### src/rtl/mux_8_1_pkg.sv
// mux_8_1_pkg: shared constants, state type and one-hot helper for the round-robin mux scheduler.
package mux_8_1_pkg;
   localparam int NUM_IN = 8;
   localparam int SEL_W = 3;
   typedef enum logic {IDLE, GRANT} sched_state_t;
   function automatic logic [NUM_IN-1:0] onehot8(input logic [SEL_W-1:0] idx);
      return NUM_IN'(1) << idx;
   endfunction
endpackage

### src/rtl/mux_rr_pick.sv
// mux_rr_pick: rotate-priority encoder, returns the first set request at or after ptr (mod 8).
module mux_rr_pick import mux_8_1_pkg::*; (
   input  logic [NUM_IN-1:0] req,
   input  logic [SEL_W-1:0]  ptr,
   output logic              any,
   output logic [SEL_W-1:0]  idx
);
   logic [NUM_IN-1:0] rot;
   logic [SEL_W-1:0]  off;
   always_comb begin
      rot = NUM_IN'({req, req} >> ptr);
      off = '0;
      for (int i = NUM_IN-1; i >= 0; i--) off = rot[i] ? SEL_W'(i) : off;
      any = |req;
      idx = ptr + off;
   end
endmodule

### src/rtl/mux_8_1_rr_sched.sv
// mux_8_1_rr_sched: round-robin scheduler driving an 8:1 mux select with registered data/valid.
// Optional MUX_RR_LOCK_EN adds a lock[7:0] port that lets the winner hold past MAX_HOLD.
module mux_8_1_rr_sched import mux_8_1_pkg::*; #(
   parameter int NUM_IN   = 8,
   parameter int MAX_HOLD = 4
) (
   input  logic              clk,
   input  logic              rst,
   input  logic [NUM_IN-1:0] req,
   input  logic [NUM_IN-1:0] d,
`ifdef MUX_RR_LOCK_EN
   input  logic [NUM_IN-1:0] lock,
`endif
   output logic [NUM_IN-1:0] grant,
   output logic [SEL_W-1:0]  sel,
   output logic              out_data,
   output logic              out_valid,
   output logic              busy
);
   localparam int HOLD_W = $clog2(MAX_HOLD+1);
   if (NUM_IN != 8) begin : g_bad_num
      $error("mux_8_1_rr_sched: NUM_IN must be 8");
   end
   if (MAX_HOLD < 1 || MAX_HOLD > 15) begin : g_bad_hold
      $error("mux_8_1_rr_sched: MAX_HOLD must be 1..15");
   end
   sched_state_t      state, state_nx;
   logic [SEL_W-1:0]  ptr, ptr_nx, sel_nx, pick_idx;
   logic [HOLD_W-1:0] cnt, cnt_nx;
   logic              pick_any, at_max, rel, arb, take;
   mux_rr_pick u_pick (
      .req (req),
      .ptr (ptr),
      .any (pick_any),
      .idx (pick_idx)
   );
   always_ff @(posedge clk or posedge rst) begin
      if (rst) begin
         state <= IDLE;
         ptr   <= '0;
         cnt   <= '0;
         sel   <= '0;
      end else begin
         state <= state_nx;
         ptr   <= ptr_nx;
         cnt   <= cnt_nx;
         sel   <= sel_nx;
      end
   end
   // ptr already sits one past the current winner, so re-arbitrating from it demotes the winner
   always_comb begin
      at_max = cnt == HOLD_W'(MAX_HOLD);
`ifdef MUX_RR_LOCK_EN
      rel = !req[sel] || (at_max && !(lock[sel] && req[sel]));
`else
      rel = !req[sel] || at_max;
`endif
      arb      = (state == IDLE) || rel;
      take     = arb && pick_any;
      state_nx = arb ? (pick_any ? GRANT : IDLE) : state;
      sel_nx   = take ? pick_idx : sel;
      ptr_nx   = take ? pick_idx + SEL_W'(1) : ptr;
      cnt_nx   = arb ? (pick_any ? HOLD_W'(1) : '0) : (at_max ? cnt : cnt + HOLD_W'(1));
   end
   always_comb begin
      grant = (state == GRANT) ? onehot8(sel) : '0;
      busy  = state == GRANT;
   end
   always_ff @(posedge clk or posedge rst) begin
      if (rst) begin
         out_valid <= 1'b0;
         out_data  <= 1'b0;
      end else begin
         out_valid <= |grant;
         out_data  <= (|grant) ? d[sel] : out_data;
      end
   end
endmodule

### config.mk
export PLATFORM = sky130hd
export DESIGN_NAME = mux_8_1_rr_sched
export DESIGN_NICKNAME = d
export VERILOG_FILES = /design/src/rtl/mux_8_1_pkg.sv /design/src/rtl/mux_rr_pick.sv /design/src/rtl/mux_8_1_rr_sched.sv
export SDC_FILE = /design/constraint.sdc
export NUM_CORES = 1
export LEC_CHECK = 0
export ABC_AREA = 1
export BUFFER_PORTS_ARGS = -buffer_cell sky130_fd_sc_hd__buf_4
export CORE_ASPECT_RATIO = 2
export CORE_MARGIN = 2
export CORE_UTILIZATION = 35
export DETAILED_ROUTE_END_ITERATION = 12
export PLACE_DENSITY = 0.63
export RECOVER_POWER = 25
export SLEW_MARGIN = 20
export SYNTH_ARGS = -nofsm -noshare
export SYNTH_HDL_FRONTEND = slang
export SYNTH_HIERARCHICAL = 1
export SYNTH_SLANG_ARGS = --single-unit
### constraint.sdc
create_clock -name clk -period 6.82 [get_ports clk]
set_input_delay 1.705 -clock clk [delete_from_list [all_inputs] [get_ports clk]]
set_output_delay 1.705 -clock clk [all_outputs]
set_load 0.01 [all_outputs]
# [After elaboration in Yosys (flattened, before gate mapping)]
# Index checks and enable logic that the tools add are counted.
# Widths: inputs -> output; s select.
[word_totals] regBits=12
[classes] addsub=3 order_cmp=1 n_eq_ne=2 n_shift=2 muxes=17 bitwise_logic=1 n_reduce_logical=6
[ops] op="$mux 3" n=10
[ops] op="$reduce_or 8->1" n=2
[ops] op="$shr 16x3->8" n=1
[ops] op="$mux 8" n=1
[ops] op="$shl 1x3->8 const A" n=1
[ops] op="$add 3x1->3 const B" n=2
[ops] op="$bmux 1 s3" n=2
[ops] op="$lt 3x4->1 const B" n=1
[ops] op="$mux 1" n=4
[ops] op="$add 3x3->3" n=1
[ops] op="$eq 3x3->1 const B" n=1
[ops] op="$logic_or 1x1->1" n=2
[ops] op="$ne 2x1->1 const B" n=1
[ops] op="$logic_and 1x1->1" n=1
[ops] op="$logic_not 1->1" n=1
[ops] op="$not 1->1" n=1

# [Logic depth before layout (Yosys ltp)]
# Gate-level depths: netlist (run 1).
[logic_depth] ltp_word=11 ltp_mapped=23 mapped_depth_nobuf=22

# [Modules after synthesis]
# The synthesis (run 1) kept the hierarchy.
[by_module_without_submodules] module="mux_8_1_rr_sched" instances=1 cells_each=103 area_per_inst_um2=745.7 seq_area_each_um2=300.3
[by_module_without_submodules] module="mux_rr_pick" instances=1 cells_each=98 area_per_inst_um2=531.8 seq_area_each_um2=0.0

# [Worst setup path after synthesis (run 1)]
# Ideal clock, no wire load.
[synth_timing] path_kind="in2reg" startpoint="input port req[5]" endpoint="register ptr[2]" setup_time_ns=0.117 t_arrival_ns=3.591 path_slack_ns=3.111 stages=21 path_buffers=0 cell_sequence="nand2_1 nand3_2 nand2_2 nand2_1 nand2_1 nand2_1 nand2_1 nand2_1 nand2_1 nand2_1 a21oi_1 ha_1 inv_1 fa_1 xor2_1 nand3b_1 nand2_1 inv_1 xor2_1 nand3_1 nand2_1"
[synth_between] elab_chain_cells=11
[synth_rtl] element="start, declared" line="mux_8_1_rr_sched.sv:9" source="input logic [NUM_IN-1:0] req,"
[synth_rtl] element="$shr 16x3->8 (*)" line="mux_rr_pick.sv:11" source="rot = NUM_IN'({req, req} >> ptr);"
[synth_rtl] element="$mux 3 (7 in a row)" line="mux_rr_pick.sv:13" source="for (int i = NUM_IN-1; i >= 0; i--) off = rot[i] ? SEL_W'(i) : off;"
[synth_rtl] element="$mux 3 (*)" line="mux_rr_pick.sv:13"
[synth_rtl] element="$add 3x3->3 (*)" line="mux_rr_pick.sv:15" source="idx = ptr + off;"
[synth_rtl] element="net pick_idx[2]" line="mux_8_1_rr_sched.sv:28" source="logic [SEL_W-1:0] ptr, ptr_nx, sel_nx, pick_idx;"
[synth_rtl] element="$add 3x1->3 (*)" line="mux_8_1_rr_sched.sv:62" source="ptr_nx = take ? pick_idx + SEL_W'(1) : ptr;"
[synth_rtl] element="end signal, assigned" line="mux_8_1_rr_sched.sv:45" source="ptr <= ptr_nx;"
[synth_rtl] element="end, declared" line="mux_8_1_rr_sched.sv:28"
# The timed path passes the listed nets; every way through them passes the cells marked *. The select of a mux whose other input is x is not followed.
# A chain may end at the register's enable or synchronous reset.

# [Worst setup path in the final report (run 1)]
# Ends and elaborated chain as after synthesis.

==> flow_metrics.py, run 1 <==
metrics = {
    "floorplanning": {
        "die-area_um2": 4180,
        "die_width_um": 46.7,
        "core_area_um2": 3570,
        "start_util_pct": 35.8,
        "rows": 31,
        "io_pins": 32,
        "die_y_um": 89.4,
    },
    "synth": {
        "syn_area_um2": 1280,
        "ys_seq_area_share_pct": 23.5,
        "synth_top_area_share_pct": 25.0,
        "ys_seq_elements": 12,
        "ys.warnings.count": 6,
        "yosys.cell_types.count": 26,
        "yosysTopAreaCell": "nand2_1",
        "ys_top_cells_by_area": "nand2_1 (25%), dfrtp_1 (24%), nand3_1 (8.6%)",
        "syn-num-nets": 224,
        "syn_avg_cell_area_um2": 6.36,
        "netlist_instances": 201,
    },
    "layout": {
        "area.growth.synth_to_final_pct": 23.8,
        "final_cells": 280,
        "drive_above_1_share_pct": 26.4,
        "layout_common_cells": "nand2_1 (85), buf_4 (30), nand3_1 (22)",
        "final_common_cell": "nand2_1",
        "nets": 255,
        "antenna_cells": 0,
    },
    "placed_design": {
        "port_buffers": 31,
        "place_ws_ns": 2.78,
        "dp_cells": 276,
        "globalplace.congestion": 0.840,
        "dp_hpwl_um": 2650,
    },
    "power": {
        "leakage_uw": 0.000873,
        "powerDensity_nw_per_um2": 556,
        "ir_worst_vdd_mv": 0.275,
    },
    "route": {
        "via_per_inst": 4.78,
        "drtIter0Drc": 22,
        "drc_errors": 0,
        "wire_per_inst_um": 11.4,
        "dr.pass1.iters": 4,
        "routed-via-count": 1337,
        "antenna_left": 0,
        "drt_wl_total_um": 3200,
    },
    "worst_setup_path": {
        "worst-r2r-cell-count": 20,
        "worst_r2r_endpoint": "ptr[2]$_DFFE_PP0P_",
        "cp_max_fo": 4,
        "reg2reg_from": "ptr[0]$_DFFE_PP0P_",
        "cp-startpoint": "req[5]",
        "regToRegSetupSlack_ns": 3.87,
        "start_kind": "input pin",
        "crit_type": "input pin to register",
        "crit_required_ns": 6.95,
        "endpoint": "ptr[2]$_DFFE_PP0P_",
        "critPathArrivalTime_ns": 3.92,
        "endpoint_kind": "register",
    },
    "job": {
        "maxCapViolations": 0,
    },
    "sta": {
        "fmax_ghz": 0.264,
        "finalCriticalPeriod_ns": 3.79,
        "tns_ns": 0,
        "skew_ns": 0.00217,
        "slew_headroom_pct": 65.0,
        "finalWorstSetupSlack_ns": 3.03,
        "hold_violations": 0,
        "setup_viol": 0,
        "tightest_slew_ns": 0.525,
        "min_period_over_period_pct": 55.5,
        "slew_violations": 0,
        "grt_setup_unrepaired": "false",
        "hold_slack_ns": 0.452,
    },
    "clock_tree": {
        "cts_num_sinks": 12,
        "cts_setup_buffers": 0,
        "cts_resized": 0,
        "cts_buffers": 3,
        "clockBufferDepth": 2,
        "clkTransAtPathRegs_ns": 0.05,
        "cts-root-buf": "clkbuf_8",
        "hold_buffers": 0,
        "worst_skew_pair.late_latency_ns": 0.24,
        "cts_htree_levels": 1,
        "cts_tree": "done",
    },
    "global_routing": {
        "track_usage_pct": 17.3,
        "grt_antenna_before_repair": 0,
        "grt_pass1_wl_um": 5350,
        "grt_pass1_vias": 1253,
        "grt_max_degree": 13,
        "gr-total-overflow": 0,
    },
    "hold_path": {
        "hp-class": "register to register",
        "worstHoldStart": "busy$_DFFE_PP0P_",
    },
    "outcome": {
        "status": "finished, final reports clean",
    },
}
==> routing by layer <==
layer | wire, um | share of wire, % | vias to the layer above | GRT usage, %
met5 | 0 | 0 | - | 0
met4 | 59 | 1.8 | 0 | 5.81
met3 | 92 | 2.9 | 5 | 1.41
met2 | 1930 | 60 | 34 | 36.0
met1 | 1110 | 35 | 606 | 16.0
li1 | - | - | 692 | -
==> sequential cells by signal (all words and copies together) (netlist names) <==
signal,flops
cnt,3
ptr,3
sel,3
busy,1
out_data,1
out_valid,1
==> how the worst min path moves through the flow <==
stage	slack (ns)	cells after the start	endpoint
floorplan	0.44	2	ptr[2]$_DFFE_PP0P_
global placement	0.44	0	out_valid$_DFF_PP0_
detailed placement	0.44	0	out_valid$_DFF_PP0_
CTS	0.46	0	out_valid$_DFF_PP0_
global route	0.48	0	out_valid$_DFF_PP0_
finish	0.45	0	out_valid$_DFF_PP0_
==> Yosys cell counts, drive strengths merged <==
cell type   n
ha          4
clkbuf      1
nand3b      1
nor4        2
xnor2       1
dfrtp      12
a22oi       2
nand2      98
xor2        2
inv        21
nand3      30
o21bai      1
nand4       2
nor2       16
a21oi       3
fa          1
buf         4
==> metrics by stage <==
step / power (uW) / util (%) / area, um2
after detailed placement: 811 / 42.8 / 1530
after global routing: 1000 / 44.3 / 1580
after floorplan: 669 / - / 1280
final: 879 / 44.3 / 1580
after global placement: 808 / 42.8 / 1530
after CTS: 892 / 44.3 / 1580
==> worst max-delay path, cell delays in order <==
cell      delay, ns
buf_4          0.13
nand2_1        0.09
nand3_2        0.09
nand2_2        0.09
nand2_1        0.08
nand2_1        0.09
nand2_1        0.05
nand2_1        0.06
nand2_1        0.04
nand2_1        0.05
nand2_1        0.04
a21oi_1        0.12
ha_1           0.15
inv_1          0.05
fa_1           0.37
xor2_1         0.15
nand3b_1       0.17
nand2_1        0.07
inv_1          0.05
xor2_1         0.15
nand3_1        0.07
nand2_1        0.06
==> cell families after synthesis <==
logic type	count (synthesis)	share of synthesized area, %
AO/OA/AOI/OAI	6	3.23
XOR/XNOR	3	2.06
adder cells (fa/ha/maj)	5	5.49
buffers and inverters	26	10.7
flip-flops	12	23.5
AND/OR/NAND/NOR	149	55.0
==> report_power, final <==
group | internal (uW) | switching, uW | total, uW
registers | 110 | 68.5 | 179
clock network | 51.0 | 25.8 | 76.7
logic | 250 | 373 | 624
==> final cells by class <==
cell class,instances,area [um2]
Fill cell,405,1990
Multi-Input combinational cell,163,841
Sequential cell,12,300
Timing Repair Buffer,31,233
Inverter,21,91.3
Tap cell,49,61.3
Clock buffer,4,55.1
Note: power is estimated with default switching activity, not from simulation.
==> run 2: changes to the inputs <==
--- a/config.mk
+++ b/config.mk
@@ -5,13 +5,13 @@
 export SDC_FILE = /design/constraint.sdc
 export NUM_CORES = 1
 export LEC_CHECK = 0
-export ABC_AREA = 1
+export ABC_AREA = 0
 export BUFFER_PORTS_ARGS = -buffer_cell sky130_fd_sc_hd__buf_4
 export CORE_ASPECT_RATIO = 2
 export CORE_MARGIN = 2
 export CORE_UTILIZATION = 35
 export DETAILED_ROUTE_END_ITERATION = 12
-export PLACE_DENSITY = 0.63
+export PLACE_DENSITY = 0.64
 export RECOVER_POWER = 25
 export SLEW_MARGIN = 20
 export SYNTH_ARGS = -nofsm -noshare
==> constraint.sdc (replaced) <==
create_clock -name clk -period 3.9 [get_ports clk]
set_input_delay 0.975 -clock clk [delete_from_list [all_inputs] [get_ports clk]]
set_output_delay 0.975 -clock clk [all_outputs]
set_load 0.01 [all_outputs]
==> run 2 against run 1 <==
Net effect:
- worst setup slack got worse by 2.8 ns
- via count decreased by 20%
- sequential share of layout area rose by 0.14 points
- non-clock buffer count up 3
- worst hold slack gained 0.070 ns
- critical path depth is 9 lower
- die area shrank 1.7%
- design area fell by 0.71%
- combinational power grew 63%
- clock power grew 67%
- largest cell class unchanged
- largest power group unchanged
==> flow_metrics.py, run 2 <==
metrics = {
    "route": {
        "wire_per_inst_um": 15.1,
        "antenna_left": 0,
        "drc_errors": 0,
        "drtIter0Drc": 17,
        "routed-via-count": 1073,
        "dr.pass1.iters": 4,
        "drt_wl_total_um": 2980,
        "via_per_inst": 5.42,
    },
    "worst_setup_path": {
        "start_kind": "input pin",
        "endpoint_kind": "register",
        "crit_required_ns": 4.01,
        "cp_max_fo": 6,
        "reg2reg_from": "ptr[0]$_DFFE_PP0P_",
        "crit_type": "input pin to register",
        "worst_r2r_endpoint": "ptr[2]$_DFFE_PP0P_",
        "critPathArrivalTime_ns": 3.81,
        "worst-r2r-cell-count": 12,
        "regToRegSetupSlack_ns": 0.35,
    },
    "synth": {
        "ys_seq_elements": 12,
        "ys_top_cells_by_area": "dfrtp_1 (24%), mux4_1 (15%), mux2i_1 (7.2%)",
        "synth_top_area_share_pct": 24.0,
        "synth_edf_count": 0,
        "ys.warnings.count": 6,
        "netlist_top_cells_count": "dfrtp_1 (12), nor2_1 (11), inv_1 (10)",
        "yosys.cell_types.count": 41,
        "netlist_instances": 120,
        "yosysMostFrequentCell": "dfrtp_1",
        "ys_seq_area_share_pct": 24.0,
        "syn_avg_cell_area_um2": 10.4,
        "synthArstFlopShare_pct": 100,
        "syn-num-nets": 143,
        "yosysTopAreaCell": "dfrtp_1",
        "syn_area_um2": 1250,
        "synth_ff_type": "dfrtp_1",
    },
    "power": {
        "ir_worst_vdd_mv": 0.431,
        "p_int_uw": 818,
        "p_sw_uw": 635,
        "p_sw_share_pct": 43.7,
        "p_comb_share_pct": 70.5,
        "p_seq_share_pct": 20.7,
        "leakage_uw": 0.000726,
        "p_clk_share_pct": 8.8,
        "powerDensity_nw_per_um2": 925,
    },
    "clock_tree": {
        "cts_num_sinks": 12,
        "clockBufferDepth": 2,
        "cts_buffers": 3,
        "cts-root-buf": "clkbuf_8",
        "cts_resized": 0,
        "cts_tree": "done",
        "clkTransAtPathRegs_ns": 0.05,
        "cts_htree_levels": 1,
        "worst_skew_pair.late_latency_ns": 0.23,
        "cts_setup_buffers": 0,
        "hold_buffers": 0,
    },
    "floorplanning": {
        "rows": 30,
        "die-area_um2": 4110,
        "start_util_pct": 36.7,
        "io_pins": 32,
        "core_area_um2": 3420,
        "die_y_um": 88.6,
        "die_width_um": 46.3,
    },
    "sta": {
        "hold_violations": 0,
        "slew_violations": 0,
        "hold_slack_ns": 0.522,
        "finalCriticalPeriod_ns": 3.69,
        "tns_ns": 0,
        "setup_viol": 0,
        "min_period_over_period_pct": 94.7,
        "skew_ns": 0.00361,
        "grt_setup_unrepaired": "false",
        "slew_headroom_pct": 68.8,
        "tightest_slew_ns": 0.468,
        "fmax_ghz": 0.271,
    },
    "job": {
        "maxCapViolations": 0,
    },
    "layout": {
        "largestRegisters": "cnt: 3 flops, ptr: 3 flops, sel: 3 flops",
        "fin_area_um2": 1570,
        "layout_common_cells": "buf_4 (33), dfrtp_1 (12), nor2_1 (11)",
        "final_common_cell": "buf_4",
        "final_core_util_pct": 46.0,
        "nets": 174,
        "antenna_cells": 0,
        "area.growth.synth_to_final_pct": 25.2,
        "drive_above_1_share_pct": 32.7,
    },
    "global_routing": {
        "grt_max_degree": 14,
        "grt_pass1_wl_um": 4920,
        "track_usage_pct": 15.9,
        "gr-total-overflow": 0,
        "grt_antenna_before_repair": 0,
        "grt_pass1_vias": 1110,
    },
    "hold_path": {
        "worstHoldStart": "cnt[0]$_DFFE_PP0P_",
        "hp-class": "register to register",
        "min_delay_worst_endpoint": "cnt[0]$_DFFE_PP0P_",
        "holdPathStages": 1,
    },
    "placed_design": {
        "globalplace.congestion": 0.891,
        "port_buffers": 31,
        "dp_hpwl_um": 2540,
        "place_area_um2": 1520,
    },
    "outcome": {
        "status": "finished, final reports clean",
    },
}
[run 2: power by group through the flow]
stage | combinational, uW | sequential (uW) | clock [uW]
final | 1020 | 301 | 128
after global routing | 1140 | 317 | 138
after CTS | 1040 | 302 | 132
after detailed placement | 1040 | 305 | 0
after global placement | 999 | 299 | 0
after floorplan | 840 | 228 | 0
[run 2: area by class of cell]
cell class | count | area [um2]
Tap cell | 48 | 60.1
Clock buffer | 4 | 55.1
Fill cell | 335 | 1850
Timing Repair Buffer | 34 | 255
Inverter | 10 | 37.5
Sequential cell | 12 | 300
Multi-Input combinational cell | 90 | 862
[run 2: worst max-delay path by stage]
stage | start | to | cells past startpoint
after floorplan | req[7] | ptr[2]$_DFFE_PP0P_ | 12
after global placement | req[7] | ptr[2]$_DFFE_PP0P_ | 13
after detailed placement | req[7] | ptr[2]$_DFFE_PP0P_ | 13
after CTS | req[7] | ptr[2]$_DFFE_PP0P_ | 13
after global routing | req[7] | ptr[2]$_DFFE_PP0P_ | 13
final | req[7] | ptr[2]$_DFFE_PP0P_ | 13
[run 2: through the flow]
step / instances / worst slack [ns] / power (uW)
after global placement: 194 / 0.0222 / 1300
final: 198 / 0.205 / 1450
after floorplan: 120 / 0.297 / 1070
after detailed placement: 194 / -0.0524 / 1340
after global routing: 198 / 0.0246 / 1600
after CTS: 198 / 0.200 / 1470
[run 2: worst max-delay path, stage by stage]
cell and delay (ns):
buf_4 0.13, mux4_1 0.52, mux2i_1 0.20, o311ai_0 0.16
a21bo_2 0.24, a31oi_1 0.17, ha_1 0.17, inv_1 0.05
fa_1 0.37, xnor2_1 0.15, xnor2_1 0.29, xor2_1 0.11
mux2_1 0.28
[run 2: kinds of logic (layout without fill, tap and decap cells)]
| family | Yosys count | after routing | share of synthesized area (%) |
|---|---|---|---|
| AO/OA/AOI/OAI | 21 | 21 | 13.8 |
| XOR/XNOR | 4 | 4 | 2.79 |
| adder cells (fa/ha/maj) | 5 | 5 | 5.59 |
| buffers and inverters | 18 | 48 | 7.29 |
| flip-flops | 12 | 12 | 24.0 |
| multiplexers | 27 | 27 | 34.1 |
| AND/OR/NAND/NOR | 33 | 33 | 12.5 |
[run 2: metal layers]
metal / share of wire [%] / global-route usage (%) / up-vias
met2: 62 / 32.2 / 33
met1: 34 / 15.7 / 525
met5: 0 / 0 / -
met3: 3.3 / 1.02 / 5
met4: 1.3 / 4.68 / 0
li1: - / - / 510
